<file path="config.mk">
export PLATFORM = sky130hd
export DESIGN_NAME = uart_tx
export DESIGN_NICKNAME = d
export VERILOG_FILES = /design/src/rtl/uart_tx.sv
export SDC_FILE = /design/constraint.sdc
export NUM_CORES = 1
export LEC_CHECK = 0
export BUFFER_PORTS_ARGS = -buffer_cell sky130_fd_sc_hd__buf_2
export CAP_MARGIN = 25
export CORE_ASPECT_RATIO = 0.5
export CORE_MARGIN = 2
export CORE_UTILIZATION = 30
export CTS_CLUSTER_DIAMETER = 100
export CTS_CLUSTER_SIZE = 12
export DETAILED_ROUTE_END_ITERATION = 12
export PLACE_DENSITY = 0.53
export SYNTH_ARGS = -nofsm -noshare
export SYNTH_HDL_FRONTEND = slang
export SYNTH_SLANG_ARGS = --single-unit
</file>
<file path="constraint.sdc">
create_clock -name clk -period 2.2 [get_ports clk]
set_input_delay 0 -clock clk [delete_from_list [all_inputs] [get_ports clk]]
set_output_delay 0 -clock clk [all_outputs]
set_load 0.02 [all_outputs]
</file>
<file path="src/rtl/uart_tx.sv">
// uart_tx: UART transmit serialiser.
// Sends one frame per accepted tx_start: a low start bit, DATA_BITS data bits
// LSB first, then STOP_BITS high stop bits, each bit CLKS_PER_BIT clocks long.
// All outputs come straight from flops, so the pad sees no combinational glitches.
module uart_tx #(
    parameter int CLK_FREQ  = 100_000_000,
    parameter int BAUD_RATE = 9600,
    parameter int DATA_BITS = 8,
    parameter int STOP_BITS = 1
) (
    input  logic                 clk,
    input  logic                 reset,
    input  logic                 tx_start,
    input  logic [DATA_BITS-1:0] tx_data,
    output logic                 tx_serial,
    output logic                 tx_busy,
    output logic                 tx_done_tick
);

    localparam int CLKS_PER_BIT = CLK_FREQ / BAUD_RATE;
    localparam int CNT_W        = $clog2(CLKS_PER_BIT);
    localparam int IDX_W        = (DATA_BITS > 1) ? $clog2(DATA_BITS) : 1;

    localparam logic [CNT_W-1:0] CNT_LAST  = CNT_W'(CLKS_PER_BIT - 1);
    localparam logic [IDX_W-1:0] DATA_LAST = IDX_W'(DATA_BITS - 1);
    localparam logic [IDX_W-1:0] STOP_LAST = IDX_W'(STOP_BITS - 1);

    typedef enum logic [1:0] {
        IDLE,
        START,
        DATA,
        STOP
    } state_t;

    state_t               state_q, state_d;
    logic [CNT_W-1:0]     cnt_q, cnt_d;
    logic [IDX_W-1:0]     idx_q, idx_d;
    logic [DATA_BITS-1:0] shift_q, shift_d;
    logic                 serial_q, serial_d;
    logic                 busy_q, busy_d;
    logic                 done_q, done_d;
    logic                 bit_end;

    // Next-state logic: the bit index is reused to count stop bits, since the
    // stop phase never needs more than two bit periods.
    always_comb begin
        state_d  = state_q;
        cnt_d    = cnt_q;
        idx_d    = idx_q;
        shift_d  = shift_q;
        serial_d = serial_q;
        busy_d   = busy_q;
        done_d   = 1'b0;
        bit_end  = (cnt_q == CNT_LAST);

        case (state_q)
            IDLE: begin
                serial_d = 1'b1;
                busy_d   = 1'b0;
                if (tx_start) begin
                    state_d  = START;
                    cnt_d    = '0;
                    idx_d    = '0;
                    shift_d  = tx_data;
                    serial_d = 1'b0;
                    busy_d   = 1'b1;
                end
            end

            START: begin
                if (bit_end) begin
                    state_d  = DATA;
                    cnt_d    = '0;
                    idx_d    = '0;
                    serial_d = shift_q[0];
                end else begin
                    cnt_d = cnt_q + 1'b1;
                end
            end

            DATA: begin
                if (bit_end) begin
                    cnt_d = '0;
                    if (idx_q == DATA_LAST) begin
                        state_d  = STOP;
                        idx_d    = '0;
                        serial_d = 1'b1;
                    end else begin
                        idx_d    = idx_q + 1'b1;
                        shift_d  = shift_q >> 1;
                        serial_d = shift_d[0];
                    end
                end else begin
                    cnt_d = cnt_q + 1'b1;
                end
            end

            STOP: begin
                if (bit_end) begin
                    cnt_d = '0;
                    if (idx_q == STOP_LAST) begin
                        state_d = IDLE;
                        idx_d   = '0;
                        busy_d  = 1'b0;
                        done_d  = 1'b1;
                    end else begin
                        idx_d = idx_q + 1'b1;
                    end
                end else begin
                    cnt_d = cnt_q + 1'b1;
                end
            end

            default: begin
                state_d  = IDLE;
                serial_d = 1'b1;
                busy_d   = 1'b0;
            end
        endcase
    end

    // State and output registers; reset drops any frame and forces the line idle.
    always_ff @(posedge clk or posedge reset) begin
        if (reset) begin
            state_q  <= IDLE;
            cnt_q    <= '0;
            idx_q    <= '0;
            shift_q  <= '0;
            serial_q <= 1'b1;
            busy_q   <= 1'b0;
            done_q   <= 1'b0;
        end else begin
            state_q  <= state_d;
            cnt_q    <= cnt_d;
            idx_q    <= idx_d;
            shift_q  <= shift_d;
            serial_q <= serial_d;
            busy_q   <= busy_d;
            done_q   <= done_d;
        end
    end

    assign tx_serial    = serial_q;
    assign tx_busy      = busy_q;
    assign tx_done_tick = done_q;

endmodule

</file>
==> summary.md <==
Max-cap violations in this run came to 0. Counting every net in the synthesized netlist gives 217. Setup violation total in the final timing report: 0. The root buffer cell chosen for the clock tree is clkbuf_16. The tools report the global placer's final weighted congestion as 0.744. The share of synthesized flip-flops with an asynchronous set or reset was 100%.

dfrtp_1 takes more of the synthesized area than any other cell. The maximum number of pins on one net before global-route repair was 31. Once the floorplan was initialized, standard cells occupied 30.8% of the core.

For this design the total switching power over the nets is 0.273 mW. The run gives 2.39 ns as the data required time at the worst endpoint. The number of cell instances on the worst register-to-register path is 5.

The logs give 1.28 mW for the final total power and 2.16 ns for the critical path data arrival time. The detailed router placed 1586 vias in this run. After synthesis, the mean cell area works out to 9.44 um^2.

The most critical setup path has its startpoint at state_q[0]$_DFFE_PP0P_. Proportion of netlist area held by the largest area contributor: 39.0%. Sorting the synthesized cells by how often they occur yields dfrtp_1 (29), nor2_1 (24), nand2_1 (17). The synthesized design contains 0 enable-type register cells. Summed over all cells, the static leakage comes to 0.930 nW.

By area the synthesized netlist is led by dfrtp_1 (39%), ha_1 (6.1%), nor2_1 (4.8%), a211oi_2 (4.7%), nor4_1 (4.0%). The run gives 0.24 ns as the worst reg-to-reg setup slack. The H-tree was split into 2 levels. The total overflow left after global routing is 0. The worst path uses 89.3% of the clock period. The run gives 0.274 mV as the maximum vdd drop. The tightest min-delay check is of the input pin to flop type. Buffers placed on the I/O ports in this run total 13.

In this run the worst path has a maximum fanout of 10. The worst path meets setup with 0.236 ns of slack. Setup repair after global routing left no endpoint under its margin.

Power spread over the standard cell area amounts to 573 nW/um^2. After detailed routing, the average wire length per cell comes to 13.7 um. The number of different library cells used by synthesis comes to 47.

Based on the critical path, the design can be clocked at up to 509 MHz. TritonCTS built the clock tree. The run gives 1.01 mW as the internal power component.

Buffers added to address setup during post-CTS repair amount to 0. The total wirelength of the detailed-routed design was 4230 um; the buffer and inverter count on the worst path was 1. For the initial antenna violation count, the log shows 0.

STA classifies the critical path endpoint as a flop. The worst pin sits at a relative slew slack of 71.6%. The largest individual stage delay along the critical path comes from the cell or3_1. Clock tree synthesis inserted a total of 5 buffers. In this design, the stage delay of the slowest critical-path cell is 0.53 ns.

Relative to the synthesized area, the layout overhead comes to 20.5%. The later pin in the worst-skew pair is clocked with a latency of 0.28 ns. Once detail routing completed, the nets flagged for antenna violations numbered 0. For this run, the number of Yosys warnings is 0.

The core occupancy in the finished layout is 37.2%, and the clock transition at the register clock pins on the worst setup and hold paths after CTS is 0.05 ns. Most common cell in the synthesized netlist: dfrtp_1. In this design, the largest share of critical-path delay is due to simple AND/OR/NAND/NOR gates. Traced cell by cell, the critical path runs through inv_1, ha_1, mux2i_1, or3_1, a211oi_2. The tools report the proportion of power drawn by the clock network as 55.0%. The die covers 6880 um^2. STA classifies the critical path startpoint as a flop.

In the synthesized netlist the dominant register cell turns out to be dfrtp_1. In the routed design, unresolved DRC markers number 0. The post-route worst hold slack is 0.0270 ns. The worst setup path is of the flop to flop kind. The die is 59.7 um tall.

The cell depth of the worst min-delay path was 3; the area of the mapped netlist was 1860 um^2. The worst path in the final design needs a cycle of 1.96 ns, including I/O delays and setup. Synthesis produced a netlist whose cell count is 197. The clock tree buffer depth was 2. The final-report hold violation count is 0, and the via count of the first global-routing pass is 1542. For this run, the register share of the synthesized area comes to 40.4%. Adding up every negative setup slack in the final design gives 0 ns.

The first global-routing pass estimated 7470 um of wire. The total clock sinks is 30, and the flip-flop and latch count after synthesis is 30. The ratio of routed vias to standard cells is 5.13. Startpoint of the tightest hold check path: tx_data[6]. The switching share of power came out at 21.3%. For this block, the initial DRC count from the detailed router was 45.

The repair_antennas step left the layout with diodes totalling 0. Sequential cells account for 43.0% of the total power. In this run the critical register-to-register path is captured at shift_q[1]$_DFFE_PP0P_.

The die is 115 um wide. The run gives 4 as the number of search-and-repair iterations in the first detailed-routing pass. The floorplan step defined a core boundary enclosing 6030 um^2. The layout cell share with drive strength beyond 1 is 21.3%. Worst slack at placement: 0.251 ns. The worst register-to-register path begins at state_q[0]$_DFFE_PP0P_. 14 I/O pins were placed.

The part of the power in combinational logic is 2.0%. The worst hold path terminates at shift_q[6]$_DFFE_PP0P_. Post-layout net count: 240. The tools report the number of pins exceeding their max-slew limit in the final report as 0. The actual transition at the worst max-transition pin works out to 0.423 ns. Detailed placement ended at an HPWL of 3020 um.

For this run, the total global-route usage over all layers was measured as 14.1%. The clock arrives with 0.00479 ns of skew. The filler cells instantiated in the layout total 600. The placement row count is 20. The run finished with clean final reports.
==> state kept, by name (all words and copies together) (netlist names) <==
register      flops
shift_q           8
state_q           2
tx_serial         1
idx_q             3
tx_busy           1
tx_done_tick      1
cnt_q            14
==> worst reg2reg max path, stage by stage (launching register included) <==
cell and delay [ns]:
dfrtp_1 0.41, inv_1 0.13, ha_1 0.36, mux2i_1 0.22
or3_1 0.53, a211oi_2 0.23
==> stage by stage <==
stage / instance area (um^2) / instances
2_1_floorplan: 1860 / 197
6_report: 2240 / 309
3_5_place_dp: 2070 / 299
4_1_cts: 2240 / 309
5_1_grt: 2240 / 309
3_3_place_gp: 2070 / 299
==> layout make-up <==
cell class              instances  area [um^2]  share of cell area [%]
well taps                      88          110                    4.91
multi-input cells             151         1040                    46.6
inverters                       8         30.0                    1.34
repair buffers                 24          153                    6.81
flip-flops and latches         30          752                    33.6
clock inverters                 2         12.5                   0.558
clock buffers                   6          139                    6.20
==> per-layer routing <==
layer	vias to the layer above	GRT usage, %	part of all wire, %
li1	776	-	-
met2	41	23.2	47
met4	0	4.13	1.3
met1	763	18.1	47
met3	6	4.56	4.5
met5	-	0	0
==> cells in the final DEF, fill, tap and decap left out, types with 4 or more instances in the layout <==
cell / instances
a22oi_1: 6
nand2b_1: 5
inv_1: 8
nor4_1: 12
nand2_1: 17
buf_2: 13
clkbuf_16: 5
nand3_1: 4
dfrtp_1: 29
nor3_1: 6
o21ai_1: 4
nor2_1: 23
a21oi_1: 4
ha_1: 9
buf_4: 9
a211oi_2: 7
a22o_1: 4
o21ai_0: 10
==> worst max-delay path by stage <==
stage                                        end  slack, ns  depth (start not counted)
final                     shift_q[1]$_DFFE_PP0P_       0.24                          5
after CTS                 shift_q[1]$_DFFE_PP0P_       0.22                          6
after floorplan           state_q[1]$_DFFE_PP0P_       0.32                          8
after global routing      shift_q[1]$_DFFE_PP0P_       0.05                          5
after global placement    shift_q[2]$_DFFE_PP0P_       0.25                          6
after detailed placement  shift_q[1]$_DFFE_PP0P_       0.25                          6
==> power groups by stage <==
| stage | sequential (mW) | clock [mW] | combinational [mW] |
|---|---|---|---|
| after floorplan | 0.562 | 0 | 0.00903 |
| after global placement | 0.562 | 0 | 0.0237 |
| after detailed placement | 0.562 | 0 | 0.0245 |
| after CTS | 0.552 | 0.721 | 0.0273 |
| after global routing | 0.552 | 0.749 | 0.0305 |
| final | 0.552 | 0.706 | 0.0256 |
==> kinds of logic after synthesis <==
kind of cell / count (synthesis) / share of synthesized area, %
muxes: 6 / 3.50
adders and majority gates: 9 / 6.06
AOI/OAI and AO/OA: 48 / 20.5
DFF: 30 / 40.4
buffers and inverters: 16 / 3.50
xor gates and xnor gates: 1 / 0.471
and+or+nand+nor: 87 / 25.5
==> repair_timing <==
item,CTS,global route
hold endpoints to repair,30,0
setup endpoints to repair,0,1
resized for setup,0,1
hold buffers,2,0
(Power assumes the default switching activity.)
